`config.mk`:
```
export PLATFORM = sky130hd
export DESIGN_NAME = imem_loader
export DESIGN_NICKNAME = d
export VERILOG_FILES = /design/src/rtl/imem_loader.sv
export SDC_FILE = /design/constraint.sdc
export NUM_CORES = 1
export LEC_CHECK = 0
export ABC_CLOCK_PERIOD_IN_PS = 2800
export BUFFER_PORTS_ARGS = -buffer_cell sky130_fd_sc_hd__buf_2
export CORE_MARGIN = 2
export CORE_UTILIZATION = 60
export CTS_BUF_LIST = sky130_fd_sc_hd__clkbuf_4
export DETAILED_ROUTE_END_ITERATION = 10
export PLACE_DENSITY = 0.83
export SLEW_MARGIN = 20
export SYNTH_ARGS = -nofsm -noshare
export SYNTH_HDL_FRONTEND = slang
export SYNTH_SLANG_ARGS = --single-unit
export TNS_END_PERCENT = 10
```
`constraint.sdc`:
```
create_clock -name clk -period 2.8 [get_ports clk]
set_input_delay 0.42 -clock clk [delete_from_list [all_inputs] [get_ports clk]]
set_output_delay 0.42 -clock clk [all_outputs]
set_load 0.01 [all_outputs]
```
`src/rtl/imem_loader.sv`:
```
// imem_loader: receives a byte stream from the host link, assembles little-endian
// 32-bit instruction words and writes them to consecutive instruction-memory
// locations starting at word 0. The stream is a 16-bit little-endian word count N
// followed by 4*N data bytes. The core is held in reset while a session is running.
module imem_loader #(
    parameter int DEPTH  = 512,
    parameter int ADDR_W = 9
) (
    input  logic              clk,
    input  logic              rst,
    input  logic              start,
    input  logic              byte_valid,
    input  logic [7:0]        byte_data,
    output logic              byte_ready,
    output logic              mem_we,
    output logic [ADDR_W-1:0] mem_waddr,
    output logic [31:0]       mem_wdata,
    output logic              busy,
    output logic              done,
    output logic              error,
    output logic              cpu_hold
);

    typedef enum logic [2:0] {
        S_IDLE   = 3'd0,
        S_LEN_LO = 3'd1,
        S_LEN_HI = 3'd2,
        S_DATA   = 3'd3,
        S_WRITE  = 3'd4,
        S_DONE   = 3'd5,
        S_ERROR  = 3'd6
    } state_t;

    localparam logic [15:0] DEPTH_W = 16'(DEPTH);

    state_t            state_r;
    logic [7:0]        len_lo_r;    // low byte of N, held until the high byte arrives
    logic [15:0]       len_r;       // word count N for the running session
    logic [1:0]        byte_idx_r;  // position of the next byte inside the current word
    logic [23:0]       asm_r;       // first three bytes of the word being assembled
    logic [ADDR_W:0]   addr_r;      // one extra bit so the count after the last word never wraps

    logic              xfer_s;
    logic [15:0]       len_full_s;
    logic [15:0]       next_count_s;

    // Handshake, header value and number of words written after the current write
    always_comb begin
        xfer_s       = byte_valid && byte_ready;
        len_full_s   = {byte_data, len_lo_r};
        next_count_s = 16'(addr_r) + 16'd1;
    end

    // Loader state machine; every output is registered here
    always_ff @(posedge clk) begin
        if (rst) begin
            state_r    <= S_IDLE;
            len_lo_r   <= 8'd0;
            len_r      <= 16'd0;
            byte_idx_r <= 2'd0;
            asm_r      <= 24'd0;
            addr_r     <= '0;
            byte_ready <= 1'b0;
            mem_we     <= 1'b0;
            mem_waddr  <= '0;
            mem_wdata  <= 32'd0;
            busy       <= 1'b0;
            done       <= 1'b0;
            error      <= 1'b0;
        end else begin
            case (state_r)
                S_IDLE, S_DONE, S_ERROR: begin
                    // start is only honoured when no session is running
                    if (start) begin
                        state_r    <= S_LEN_LO;
                        busy       <= 1'b1;
                        done       <= 1'b0;
                        error      <= 1'b0;
                        addr_r     <= '0;
                        byte_idx_r <= 2'd0;
                        byte_ready <= 1'b1;
                    end
                end
                S_LEN_LO: begin
                    if (xfer_s) begin
                        len_lo_r <= byte_data;
                        state_r  <= S_LEN_HI;
                    end
                end
                S_LEN_HI: begin
                    if (xfer_s) begin
                        len_r <= len_full_s;
                        // Reject an empty program or one larger than the memory
                        if ((len_full_s == 16'd0) || (len_full_s > DEPTH_W)) begin
                            state_r    <= S_ERROR;
                            busy       <= 1'b0;
                            error      <= 1'b1;
                            byte_ready <= 1'b0;
                        end else begin
                            state_r    <= S_DATA;
                            byte_idx_r <= 2'd0;
                        end
                    end
                end
                S_DATA: begin
                    if (xfer_s) begin
                        case (byte_idx_r)
                            2'd0: begin
                                asm_r[7:0] <= byte_data;
                                byte_idx_r <= 2'd1;
                            end
                            2'd1: begin
                                asm_r[15:8] <= byte_data;
                                byte_idx_r  <= 2'd2;
                            end
                            2'd2: begin
                                asm_r[23:16] <= byte_data;
                                byte_idx_r   <= 2'd3;
                            end
                            2'd3: begin
                                // Fourth byte completes the word; write it next cycle
                                mem_wdata  <= {byte_data, asm_r};
                                mem_waddr  <= addr_r[ADDR_W-1:0];
                                mem_we     <= 1'b1;
                                byte_ready <= 1'b0;
                                byte_idx_r <= 2'd0;
                                state_r    <= S_WRITE;
                            end
                            default: begin
                                byte_idx_r <= 2'd0;
                            end
                        endcase
                    end
                end
                S_WRITE: begin
                    mem_we <= 1'b0;
                    addr_r <= addr_r + {{ADDR_W{1'b0}}, 1'b1};
                    if (next_count_s == len_r) begin
                        state_r <= S_DONE;
                        busy    <= 1'b0;
                        done    <= 1'b1;
                    end else begin
                        state_r    <= S_DATA;
                        byte_ready <= 1'b1;
                    end
                end
                default: begin
                    state_r    <= S_IDLE;
                    byte_ready <= 1'b0;
                    mem_we     <= 1'b0;
                    busy       <= 1'b0;
                    done       <= 1'b0;
                    error      <= 1'b0;
                end
            endcase
        end
    end

    // The core is held in reset exactly while a session is in progress
    assign cpu_hold = busy;

endmodule
```
== After elaboration in Yosys (flattened, before gate mapping) ==
Index checks and enable logic that the tools add are counted.

* $add $sub $neg: 2
* Magnitude comparators: 1
* Equality and inequality tests: 19
* Multiplexer cells: 34
* Bitwise logic cells: 5
* Reduce and logical (&&, ||, !) cells: 26

{| class="wikitable"
|+ Operators with widths
! cell !! count
|-
| 3-bit two-way mux || 7
|-
| 10-bit one-hot mux with 2 select lines || 1
|-
| 3-bit AND reduction || 6
|-
| 11-bit by 16-bit equality test with 1-bit output || 1
|-
| 16-bit by 10-bit greater-than comparator with 1-bit output (second input constant) || 1
|-
| 16-bit logical NOT || 1
|-
| 2-bit != test (second input constant) || 8
|-
| 3-bit one-hot mux with 5 select lines || 1
|-
| 5-bit AND reduction || 3
|-
| 1-bit two-way mux || 13
|-
| 10-bit by 1-bit adder with 11-bit output (second input constant) || 1
|-
| 10-bit by 1-bit adder with 10-bit output (second input constant) || 1
|-
| 10-bit two-way mux || 1
|-
| 3-bit equality test (second input constant) || 3
|-
| 3-bit OR reduction || 3
|-
| 2-bit two-way mux || 4
|-
| 2-bit one-hot mux with 4 select lines || 1
|-
| 7-bit AND reduction || 1
|-
| 3-bit by 2-bit equality test with 1-bit output (second input constant) || 2
|-
| 1-bit one-hot mux with 3 select lines || 2
|-
| 2-bit one-hot mux with 3 select lines || 1
|-
| 2-bit AND reduction || 3
|-
| 1-bit NOT || 5
|-
| 1-bit one-hot mux with 5 select lines || 1
|-
| 15 further kinds || 16
|}

* Register bits: 109
* Bits of input ports: 12
* Output and inout bits: 47
* Word-level logic and storage cells: 102

== Longest topological paths before layout ==
Gate-level depths: netlist (run 1).

* Depth in word-level cells: 5
* Mapped depth: 8

== Least setup slack after synthesis (run 1) ==
Ideal clock, no wire load.

* Kind: register to register
* From: register addr_r[0]
* To: register state_r[1]
* Setup time: 0.128 ns
* Arrival time: 1.920 ns
* Path slack: 0.752 ns
* Cell stages (with the launch flop): 9
* Path buffers: 0
* Clock period less this slack: 2.048 ns
* Cell sequence: dfxtp_1 > ha_1 > nand3_2 > or3_4 > o21ai_0 > o21ai_1 > nor3_4 > o221a_1 > nor2_1

* Longest elaborated chain between the ends: 4

{| class="wikitable"
|+ RTL lines
! what !! RTL line !! RTL
|-
| start: declaration || 41 || <nowiki>logic [ADDR_W:0] addr_r;</nowiki>
|-
| start signal: assignment || 137 || <nowiki>addr_r <= addr_r + {{ADDR_W{1'b0}}, 1'b1};</nowiki>
|-
| 10-bit by 1-bit adder with 11-bit output || 51 || <nowiki>next_count_s = 16'(addr_r) + 16'd1;</nowiki>
|-
| 11-bit by 16-bit equality test with 1-bit output || 138 || <nowiki>if (next_count_s == len_r) begin</nowiki>
|-
| 3-bit two-way mux || 138 ||
|-
| 3-bit one-hot mux with 5 select lines || 71 || <nowiki>case (state_r)</nowiki>
|-
| end signal: assignment || 75 || <nowiki>state_r <= S_LEN_LO;</nowiki>
|-
| end signal: assignment || 139 || <nowiki>state_r <= S_DONE;</nowiki>
|-
| end signal: assignment || 143 || <nowiki>state_r <= S_DATA;</nowiki>
|-
| end: declaration || 36 || <nowiki>state_t state_r;</nowiki>
|}

Every way passes these cells.
A chain may end at the register's enable or synchronous reset.

== Worst setup path in the final report (run 1) ==
* From: register state_r[1]
* To: register byte_idx_r[0]

* Longest elaborated chain between the ends: 4
* Elaborated cells between the ends (all ways): 13
* Classes of those cells: 8 x eq/ne; 1 x mux; 4 x reduce/logical

{| class="wikitable"
|+ RTL lines
! what !! RTL line !! RTL
|-
| start signal: assignment || 57 || <nowiki>state_r <= S_IDLE;</nowiki>
|-
| start signal: assignment || 75 ||
|-
| start signal: assignment || 87 || <nowiki>state_r <= S_LEN_HI;</nowiki>
|-
| 3-bit equality test or 3-bit logical NOT (tied branches) || 71 ||
|-
| 3-bit OR reduction || 71 ||
|-
| 2-bit != test (no source line) or 3-bit nonzero test (tied branches) || - ||
|-
| 5-bit AND reduction (no source line) || - ||
|-
| end signal: assignment || 60 || <nowiki>byte_idx_r <= 2'd0;</nowiki>
|-
| end signal: assignment || 80 || <nowiki>byte_idx_r <= 2'd0;</nowiki>
|-
| end signal: assignment || 101 || <nowiki>byte_idx_r <= 2'd0;</nowiki>
|-
| end: declaration || 39 || <nowiki>logic [1:0] byte_idx_r;</nowiki>
|}

Several ways; a longest one is shown, not always the timed one.

==> flow_summary.json, run 1 <==
{
  "min_period_ns": 2.364,
  "synth_xor_area_frac": 0.02615,
  "initial_core_util": 0.6131,
  "synth_top_area_cell": "dfxtp_1",
  "worstSkewPairLatency_ns": 0.46,
  "worstSetupStartpointType": "flop",
  "cts_resized": 0,
  "hold_class": "in -> reg",
  "synthCells": 595,
  "globalRoute.totalOverflow": 0,
  "status": "completed",
  "multi_input_area_sq_mm": 0.002293,
  "dieWidth_um": 92.40,
  "yosys_warnings": 0,
  "layout_commonest_cell": "nand2_1",
  "synthesis.area_sq_mm": 0.004688,
  "first_pass_iters": 5,
  "die_height_um": 92.40,
  "rows": 32,
  "wl_per_cell_um": 14.24,
  "final_cell_mix": "nand2_1 (156), dfxtp_1 (109), a21oi_1 (98), buf_2 (57), nor2_1 (38)",
  "synthDistinctLibCells": 54,
  "r2r_cells": 7,
  "syn_area_per_cell_sq_um": 7.879,
  "met2_length_um": 4996,
  "holdBufCountCts": 0,
  "routed.top_layer": "met4",
  "synth_top_area_frac": 0.4654,
  "ios": 59,
  "critPathArrivalTime_ns": 2.71,
  "portBuffers": 58,
  "slew_headroom": 0.4710,
  "antenna_cells": 0,
  "hold_viol_final": 0,
  "p_sw_uw": 973.6,
  "synth_fa_ha_area_frac": 0.02242,
  "internal-power_mw": 2.039,
  "final_nets": 649,
  "nFillCells": 669,
  "clkPwrFrac": 0.242,
  "final-setup-viol-count": 0,
  "ir_worst_vdd_uv": 344.0,
  "antenna_found_initial": 0,
  "drt_iter0_drc": 232,
  "cts_sinks": 109,
  "p_sw_frac": 0.3232,
  "power.leakage_nw": 1.892,
  "drc_errors": 0,
  "syn_nets": 614,
  "syn_to_final_growth_pct": 8.593,
  "yosys-top-cells-area": "dfxtp_1 (47%), nand2_1 (12%), a21oi_1 (10%)",
  "via_per_inst": 5.628,
  "max_freq_mhz": 423.1,
  "h-tree-depth": 3,
  "crit_type": "reg -> reg",
  "reg2reg_to": "byte_idx_r[0]",
  "timing.final.crit_share": 0.8442,
  "synth-edff-count": 0,
  "async_flop_share": 0,
  "startpoint": "state_r[1]",
  "synth-compound-area-share": 0.1551,
  "grt_first_pass_wirelength_um": 17110,
  "drive_gt1_frac": 0.1467,
  "clock_skew_ns": 0.01722,
  "seqPwrFrac": 0.551,
  "wl_met1_um": 4757,
  "routed-wl-met3_um": 541,
  "die-area_sq_mm": 0.008537,
  "seqCellArea_sq_mm": 0.002182,
  "synth_simple_gate_area_frac": 0.2589,
  "grt_max_degree": 71,
  "slew_viol_final": 0,
  "cts_buffer_depth": 2,
  "routed_wl_um": 10480,
  "cts_buffers": 9,
  "via_count": 4142,
  "cts_tree": "built",
  "gp_congestion": 0.8973,
  "crit-reg2reg-launch": "state_r[1]",
  "synth_seq_cells": 109,
  "clk_pin_slew_ns": 0.17,
  "dp_hpwl_um": 7158,
  "post_cts_buffers": 0,
  "rsz0062_at_grt": "false",
  "first_global_vias": 3573,
  "worst_pin_slew_ns": 0.7891,
  "maxCapViolCount": 0,
  "yosys_most_used_dff": "dfxtp_1",
  "ant_nets": 0,
  "finalPower_mw": 3.013,
  "cts_root_buf": "clkbuf_4",
  "cp.required_ns": 3.15,
  "regToRegSetupSlack_ns": 0.44,
  "synthMuxAreaShare": 0.02562,
  "worstPathMaxFanout": 15,
  "seq_area_frac_synth": 0.4654,
  "worst_hold_slack_ns": 0.2712,
  "combPwrFrac": 0.207,
  "setup_tns_ns": 0,
  "powerDensity_mw_per_mm2": 591.7,
  "end_kind": "flop",
  "grtUsageTotal": 0.2480,
  "critPathCapture": "byte_idx_r[0]",
  "synth_top_family_by_area": "simple AND/OR/NAND/NOR gates",
  "fp.coreArea_sq_mm": 0.007647
}
==> area by class of cell <==
class | count | share of cell area
Multi-Input combinational cell | 439 | 0.4505
Sequential cell | 109 | 0.4286
Timing Repair Buffer | 65 | 0.06783
Tap cell | 102 | 0.02507
Clock buffer | 10 | 0.01475
Clock inverter | 5 | 0.008847
Inverter | 6 | 0.004424
==> worst max-delay path, cell delays in order, from the launching register on <==
cell	delay, ns
dfxtp_1	0.65
inv_1	0.18
fa_1	0.53
o21ai_0	0.16
o21ai_0	0.09
a211oi_1	0.35
mux2i_1	0.24
nor2_1	0.05
==> Yosys cell counts (4+ instances only) <==
cell,number
nor3_1,12
dfxtp_1,109
clkbuf_1,29
nor4_1,4
nand2_1,156
a21oi_1,98
nor2_1,38
nand2b_1,4
xnor2_1,7
xor2_1,7
buf_4,4
o21ai_0,15
inv_1,6
ha_1,6
nand3b_1,4
mux2i_1,12
nand3_1,33
==> stage by stage <==
| stage | util | worst slack (ns) | area (sq um) | cells |
|---|---|---|---|---|
| after floorplan | - | 0.7524 | 4688 | 595 |
| after global placement | 0.6500 | 0.5912 | 4971 | 721 |
| after detailed placement | 0.6500 | 0.4741 | 4971 | 721 |
| after CTS | 0.6657 | 0.4412 | 5091 | 736 |
| after global routing | 0.6657 | 0.2359 | 5091 | 736 |
| final | 0.6657 | 0.4363 | 5091 | 736 |
==> logic make-up after synthesis <==
logic type,after synthesis
multiplexers,12
adder cells (fa/ha/maj),8
AO/OA/AOI/OAI,132
XOR/XNOR,14
AND/OR/NAND/NOR,273
buffers and inverters,47
flip-flops,109
==> layer usage <==
metal | global-route usage | up-vias
met1 | 0.3354 | 1953
met5 | 0 | -
met2 | 0.4045 | 107
li1 | - | 2065
met4 | 0.09453 | 0
met3 | 0.03336 | 17
==> how the worst min path moves through the flow <==
stage / cells after the start / slack (ns) / startpoint / endpoint
after CTS: 3 / 0.26 / byte_data[6] / len_r[14]
after global placement: 2 / 0.44 / len_r[11] / len_r[11]
after global routing: 3 / 0.28 / byte_data[7] / mem_wdata[31]
final: 3 / 0.27 / byte_data[7] / mem_wdata[31]
after floorplan: 2 / 0.43 / len_r[14] / len_r[14]
after detailed placement: 2 / 0.44 / mem_waddr[2] / mem_waddr[2]
==> state kept, by name, indices dropped and copies added (netlist names) <==
signal,cells
byte_idx_r,2
asm_r,24
error,1
len_r,16
addr_r,10
byte_ready,1
busy,1
done,1
state_r,3
mem_waddr,9
mem_we,1
mem_wdata,32
len_lo_r,8
==> power by group through the flow <==
stage               combinational, mW  clock (mW)  sequential [mW]
floorplan                       0.532           0             1.66
global placement                0.596           0             1.68
detailed placement              0.617           0             1.69
CTS                             0.621       0.728             1.66
global route                    0.693       0.775             1.67
finish                          0.625       0.728             1.66
(Power assumes the default switching activity.)
==> run 2: changes to the inputs <==
Settings changed: ABC_CLOCK_PERIOD_IN_PS 2800 to 2300.
Clock period 2.8 ns to 2.3 ns, I/O delays scaled along.
==> run 2 against run 1 <==
Against the previous run:
- sequential share of layout area is 0.80 points lower
- die area is the same
- register-to-register slack lost 0.24 ns
- critical path type unchanged
==> flow_summary.json, run 2 (synthesis results as in run 1) <==
{
  "largest_reg_flops": 32,
  "hold_class": "in -> reg",
  "clock_skew_ns": 0.008348,
  "final_cell_mix": "nand2_1 (156), dfxtp_1 (107), a21oi_1 (98), buf_2 (57), nor2_1 (38)",
  "cts_tree": "built",
  "regToRegSetupSlack_ns": 0.19,
  "crit_top_cell": "o21ai_0",
  "h-tree-depth": 3,
  "worstPathMaxFanout": 8,
  "reg2reg_to": "byte_idx_r[0]",
  "worst_path_largest_cell_delay_ns": 0.51,
  "worst_hold_slack_ns": 0.2069,
  "first_pass_iters": 5,
  "portBuffers": 58,
  "gp_congestion": 0.9288,
  "layout_commonest_cell": "nand2_1",
  "worstSkewPairLatency_ns": 0.46,
  "max_freq_mhz": 475.0,
  "largestRegisters": "mem_wdata x32, asm_r x24, len_r x16",
  "clk_pin_slew_ns": 0.17,
  "antenna_cells": 0,
  "ant_nets": 0,
  "setup_tns_ns": 0,
  "hold_viol_final": 0,
  "r2r_cells": 7,
  "rsz0062_at_grt": "false",
  "dieWidth_um": 92.40,
  "dp_hpwl_um": 7347,
  "final_nets": 657,
  "crit_type": "reg -> reg",
  "globalRoute.totalOverflow": 0,
  "holdBufCountCts": 0,
  "worstSetupStartpointType": "flop",
  "antenna_found_initial": 0,
  "via_per_inst": 5.647,
  "end_kind": "flop",
  "slew_headroom": 0.5170,
  "cp_slowest_cell": "fa_1",
  "cts_root_buf": "clkbuf_4",
  "min_period_ns": 2.105,
  "timing.final.crit_share": 0.9153,
  "holdPathStages": 3,
  "grt_first_pass_wirelength_um": 18060,
  "min_to": "mem_wdata[29]",
  "cp.required_ns": 2.64,
  "cts_buffers": 9,
  "syn_to_final_growth_pct": 10.78,
  "path_cells": "inv_1, fa_1, o21ai_0, o21ai_0, a211oi_2, mux2i_1, nor2_1",
  "critPathArrivalTime_ns": 2.45,
  "ir_worst_vdd_uv": 367.2,
  "powerDensity_mw_per_mm2": 719.0,
  "final_util": 0.6792,
  "routed_wl_um": 10600,
  "die_height_um": 92.40,
  "power.leakage_nw": 1.952,
  "grt_max_degree": 72,
  "drc_errors": 0,
  "wl_per_cell_um": 14.23,
  "worst_pin_slew_ns": 0.7245,
  "die-area_sq_mm": 0.008537,
  "maxCapViolCount": 0,
  "final-setup-viol-count": 0,
  "cts_sinks": 109,
  "status": "completed",
  "ios": 59,
  "grtUsageTotal": 0.2584,
  "top_register": "mem_wdata",
  "first_global_vias": 3959,
  "fp.coreArea_sq_mm": 0.007647,
  "rows": 32,
  "cts_buffer_depth": 2,
  "initial_core_util": 0.6131,
  "slew_viol_final": 0,
  "via_count": 4207,
  "drt_iter0_drc": 287,
  "min-delay-start": "byte_data[5]",
  "crit-reg2reg-launch": "state_r[1]",
  "drive_gt1_frac": 0.1633
}
-- run 2: final cells by class --
class,count,area (sq um)
clock inverters,7,57.56
clock buffers,9,67.56
inverters,6,22.52
fillers,632,2454
well taps,102,127.6
repair buffers,73,430.4
multi-input cells,439,2303
flip-flops and latches,109,2185
-- run 2: critical path: cells and delay by family (launching register included) --
family / cells / cell delay (ns)
AOI/OAI and AO/OA: 3 / 0.58
adders and majority gates: 1 / 0.51
DFF: 1 / 0.48
muxes: 1 / 0.22
buffers and inverters: 1 / 0.15
and+or+nand+nor: 1 / 0.05
-- run 2: stage by stage --
| step | cell area, sq um | setup WS, ns | power (mW) | std cells |
|---|---|---|---|---|
| 2_1_floorplan | 4688 | 0.2524 | 2.669 | 595 |
| 3_3_place_gp | 5056 | 0.2362 | 2.812 | 729 |
| 3_5_place_dp | 5056 | 0.1384 | 2.836 | 729 |
| 4_1_cts | 5181 | 0.1170 | 3.714 | 745 |
| 5_1_grt | 5194 | 0.04020 | 3.916 | 745 |
| 6_report | 5194 | 0.1948 | 3.734 | 745 |
-- run 2: repair_timing --
action	in CTS	in global routing
gates resized for setup	0	4
setup endpoints to repair	0	7
buffers inserted	0	0
-- run 2: worst max-delay path by stage --
stage	depth (start not counted)	slack, ns	from	end
6_report	7	0.19	state_r[1]	byte_idx_r[0]
5_1_grt	8	0.04	addr_r[0]	byte_ready
4_1_cts	7	0.12	state_r[1]	byte_idx_r[0]
3_5_place_dp	7	0.14	state_r[1]	byte_idx_r[0]
3_3_place_gp	7	0.24	state_r[1]	byte_idx_r[0]
2_1_floorplan	8	0.25	addr_r[0]	state_r[1]
-- run 2: routing by layer --
| layer | vias up | GRT usage | part of all wire |
|---|---|---|---|
| met1 | 1967 | 0.3328 | 0.44 |
| met5 | - | 0 | 0 |
| met3 | 21 | 0.03499 | 0.057 |
| met2 | 136 | 0.4386 | 0.48 |
| li1 | 2083 | - | - |
| met4 | 0 | 0.1045 | 0.023 |
-- run 2: where the power goes --
group | switching, mW | internal (mW) | leakage (nW) | total, mW
clock network | 0.657 | 0.243 | 0.0722 | 0.900
registers | 0.0524 | 1.94 | 0.880 | 1.99
logic | 0.508 | 0.336 | 1.00 | 0.844
total | 1.22 | 2.52 | 1.95 | 3.73
==> run 3: changes to the inputs <==
Settings changed: CTS_BUF_LIST sky130_fd_sc_hd__clkbuf_4 to sky130_fd_sc_hd__clkbuf_4 sky130_fd_sc_hd__clkbuf_8.
==> run 3 against run 2 <==
Against the previous run:
- sequential cell count unchanged
- register-to-register slack improved by 0.03 ns
- cell count unchanged
- largest cell class unchanged
- global-route usage increased by 0.21 points
- cell area increased by 1.3%
- routed wire length increased by 0.59%
- first-iteration DRC count increased by 0.35%
- critical path type unchanged
- setup slack improved by 0.028 ns
- count of clock-buffer cells in the layout increased by 1
- combinational power decreased by 0.6%
==> flow_summary.json, run 3 (synthesis results as in run 1) <==
{
  "antenna_cells": 0,
  "ir_worst_vdd_uv": 409.7,
  "drc_errors": 0,
  "min_period_ns": 2.077,
  "critPathArrivalTime_ns": 2.32,
  "via_per_inst": 5.604,
  "antenna_found_initial": 0,
  "first_pass_iters": 5,
  "post-place-ws_ns": 0.1384,
  "initial_core_util": 0.6131,
  "r2r_cells": 7,
  "die-area_sq_mm": 0.008537,
  "p_sw_frac": 0.3127,
  "worstPathMaxFanout": 8,
  "fp.coreArea_sq_mm": 0.007647,
  "nFillCells": 615,
  "clkPwrFrac": 0.286,
  "largest_reg_flops": 32,
  "clk_pin_slew_ns": 0.11,
  "wl_per_cell_um": 14.32,
  "cp.required_ns": 2.54,
  "met1_usage": 0.3298,
  "timing.final.crit_share": 0.9031,
  "hold_viol_final": 0,
  "seqCellArea_sq_mm": 0.002185,
  "maxCapViolCount": 0,
  "slew_viol_final": 0,
  "crit-reg2reg-launch": "state_r[1]",
  "gp_congestion": 0.9288,
  "top_usage_layer": "met2",
  "crit_type": "reg -> reg",
  "grtUsageTotal": 0.2605,
  "grt_first_pass_wirelength_um": 18170,
  "slew_headroom": 0.5230,
  "final_nets": 657,
  "power.leakage_nw": 1.981,
  "regToRegSetupSlack_ns": 0.22,
  "portBuffers": 58,
  "clock_skew_ns": 0.008836,
  "setup_tns_ns": 0,
  "routed_wl_um": 10670,
  "holdPathStages": 3,
  "max_freq_mhz": 481.4,
  "h-tree-depth": 3,
  "cts_sinks": 109,
  "seqPwrFrac": 0.502,
  "holdBufCountCts": 0,
  "final_cell_mix": "nand2_1 (156), dfxtp_1 (107), a21oi_1 (98), buf_2 (57), nor2_1 (38)",
  "top_register": "mem_wdata",
  "end_kind": "flop",
  "p_sw_mw": 1.237,
  "use_met3": 0.05126,
  "drt_iter0_drc": 288,
  "internal-power_mw": 2.718,
  "layout_commonest_cell": "nand2_1",
  "worst_pin_slew_ns": 0.7155,
  "final.setup.worst_slack_ns": 0.2228,
  "multi_input_area_sq_mm": 0.002303,
  "die_height_um": 92.40,
  "globalRoute.totalOverflow": 0,
  "ios": 59,
  "reg2reg_to": "byte_idx_r[0]",
  "rows": 32,
  "post_cts_buffers": 0,
  "cts_resized": 0,
  "drive_gt1_frac": 0.1649,
  "dieWidth_um": 92.40,
  "largestRegisters": "mem_wdata x32, asm_r x24, len_r x16",
  "cts_tree": "built",
  "status": "completed",
  "min_to": "mem_wdata[29]",
  "worstSetupStartpointType": "flop",
  "final-setup-viol-count": 0,
  "cts_buffers": 9,
  "min-delay-start": "byte_data[5]",
  "powerDensity_mw_per_mm2": 751.8,
  "cts_buffer_depth": 2,
  "grt_max_degree": 72,
  "cts_root_buf": "clkbuf_8",
  "syn_to_final_growth_pct": 12.20,
  "rsz0062_at_grt": "false",
  "worstSkewPairLatency_ns": 0.37,
  "hold_class": "in -> reg",
  "combPwrFrac": 0.212,
  "dp_hpwl_um": 7347,
  "first_global_vias": 3955,
  "via_count": 4175,
  "ant_nets": 0,
  "grtUsageMet2": 0.4416
}
-- run 3: changes by cell type in the layout (fill, tap and decap cells not counted), sizes merged --
cell,previous run,this run
clkbuf,9,10
clkinv,3,2
-- run 3: how the worst max path moves through the flow --
| stage | from | endpoint | slack, ns |
|---|---|---|---|
| after global routing | addr_r[0] | state_r[1] | 0.06 |
| after detailed placement | state_r[1] | byte_idx_r[0] | 0.14 |
| after floorplan | addr_r[0] | state_r[1] | 0.25 |
| after CTS | state_r[1] | byte_idx_r[0] | 0.12 |
| after global placement | state_r[1] | byte_idx_r[0] | 0.24 |
| final | state_r[1] | byte_idx_r[0] | 0.22 |
-- run 3: cell type report --
| cell class | count | area share |
|---|---|---|
| Inverter | 6 | 0.004282 |
| Clock buffer | 10 | 0.02617 |
| Multi-Input combinational cell | 439 | 0.4379 |
| Sequential cell | 109 | 0.4153 |
| Clock inverter | 6 | 0.01023 |
| Timing Repair Buffer | 73 | 0.08183 |
| Tap cell | 102 | 0.02426 |
-- run 3: critical path, cell delays in order, from the launching register on --
cell and delay (ns):
dfxtp_1 0.46, inv_1 0.15, fa_1 0.51, o21ai_0 0.18, o21ai_0 0.14, a211oi_2 0.25
mux2i_1 0.22, nor2_1 0.05
-- run 3: per-layer routing --
metal	vias to the layer above	part of all wire
met4	0	0.020
li1	2077	-
met2	123	0.49
met3	20	0.053
met5	-	0
met1	1955	0.44
-- run 3: power by group through the flow --
stage                     combinational [mW]  clock [mW]  sequential [mW]
after floorplan                        0.647           0             2.02
after global placement                 0.786           0             2.03
after detailed placement               0.806           0             2.03
after CTS                              0.811        1.14             1.99
after global routing                   0.930        1.22             2.00
final                                  0.839        1.13             1.99
-- run 3: metrics by stage --
step	area, sq um	cells	power, mW	util	hold WS [ns]
5_1_grt	5260	745	4.145	0.6878	0.2839
2_1_floorplan	4688	595	2.669	-	0.4308
3_5_place_dp	5056	729	2.836	0.6612	0.4435
3_3_place_gp	5056	729	2.812	0.6612	0.4378
4_1_cts	5248	745	3.939	0.6862	0.2923
6_report	5260	745	3.955	0.6878	0.3053
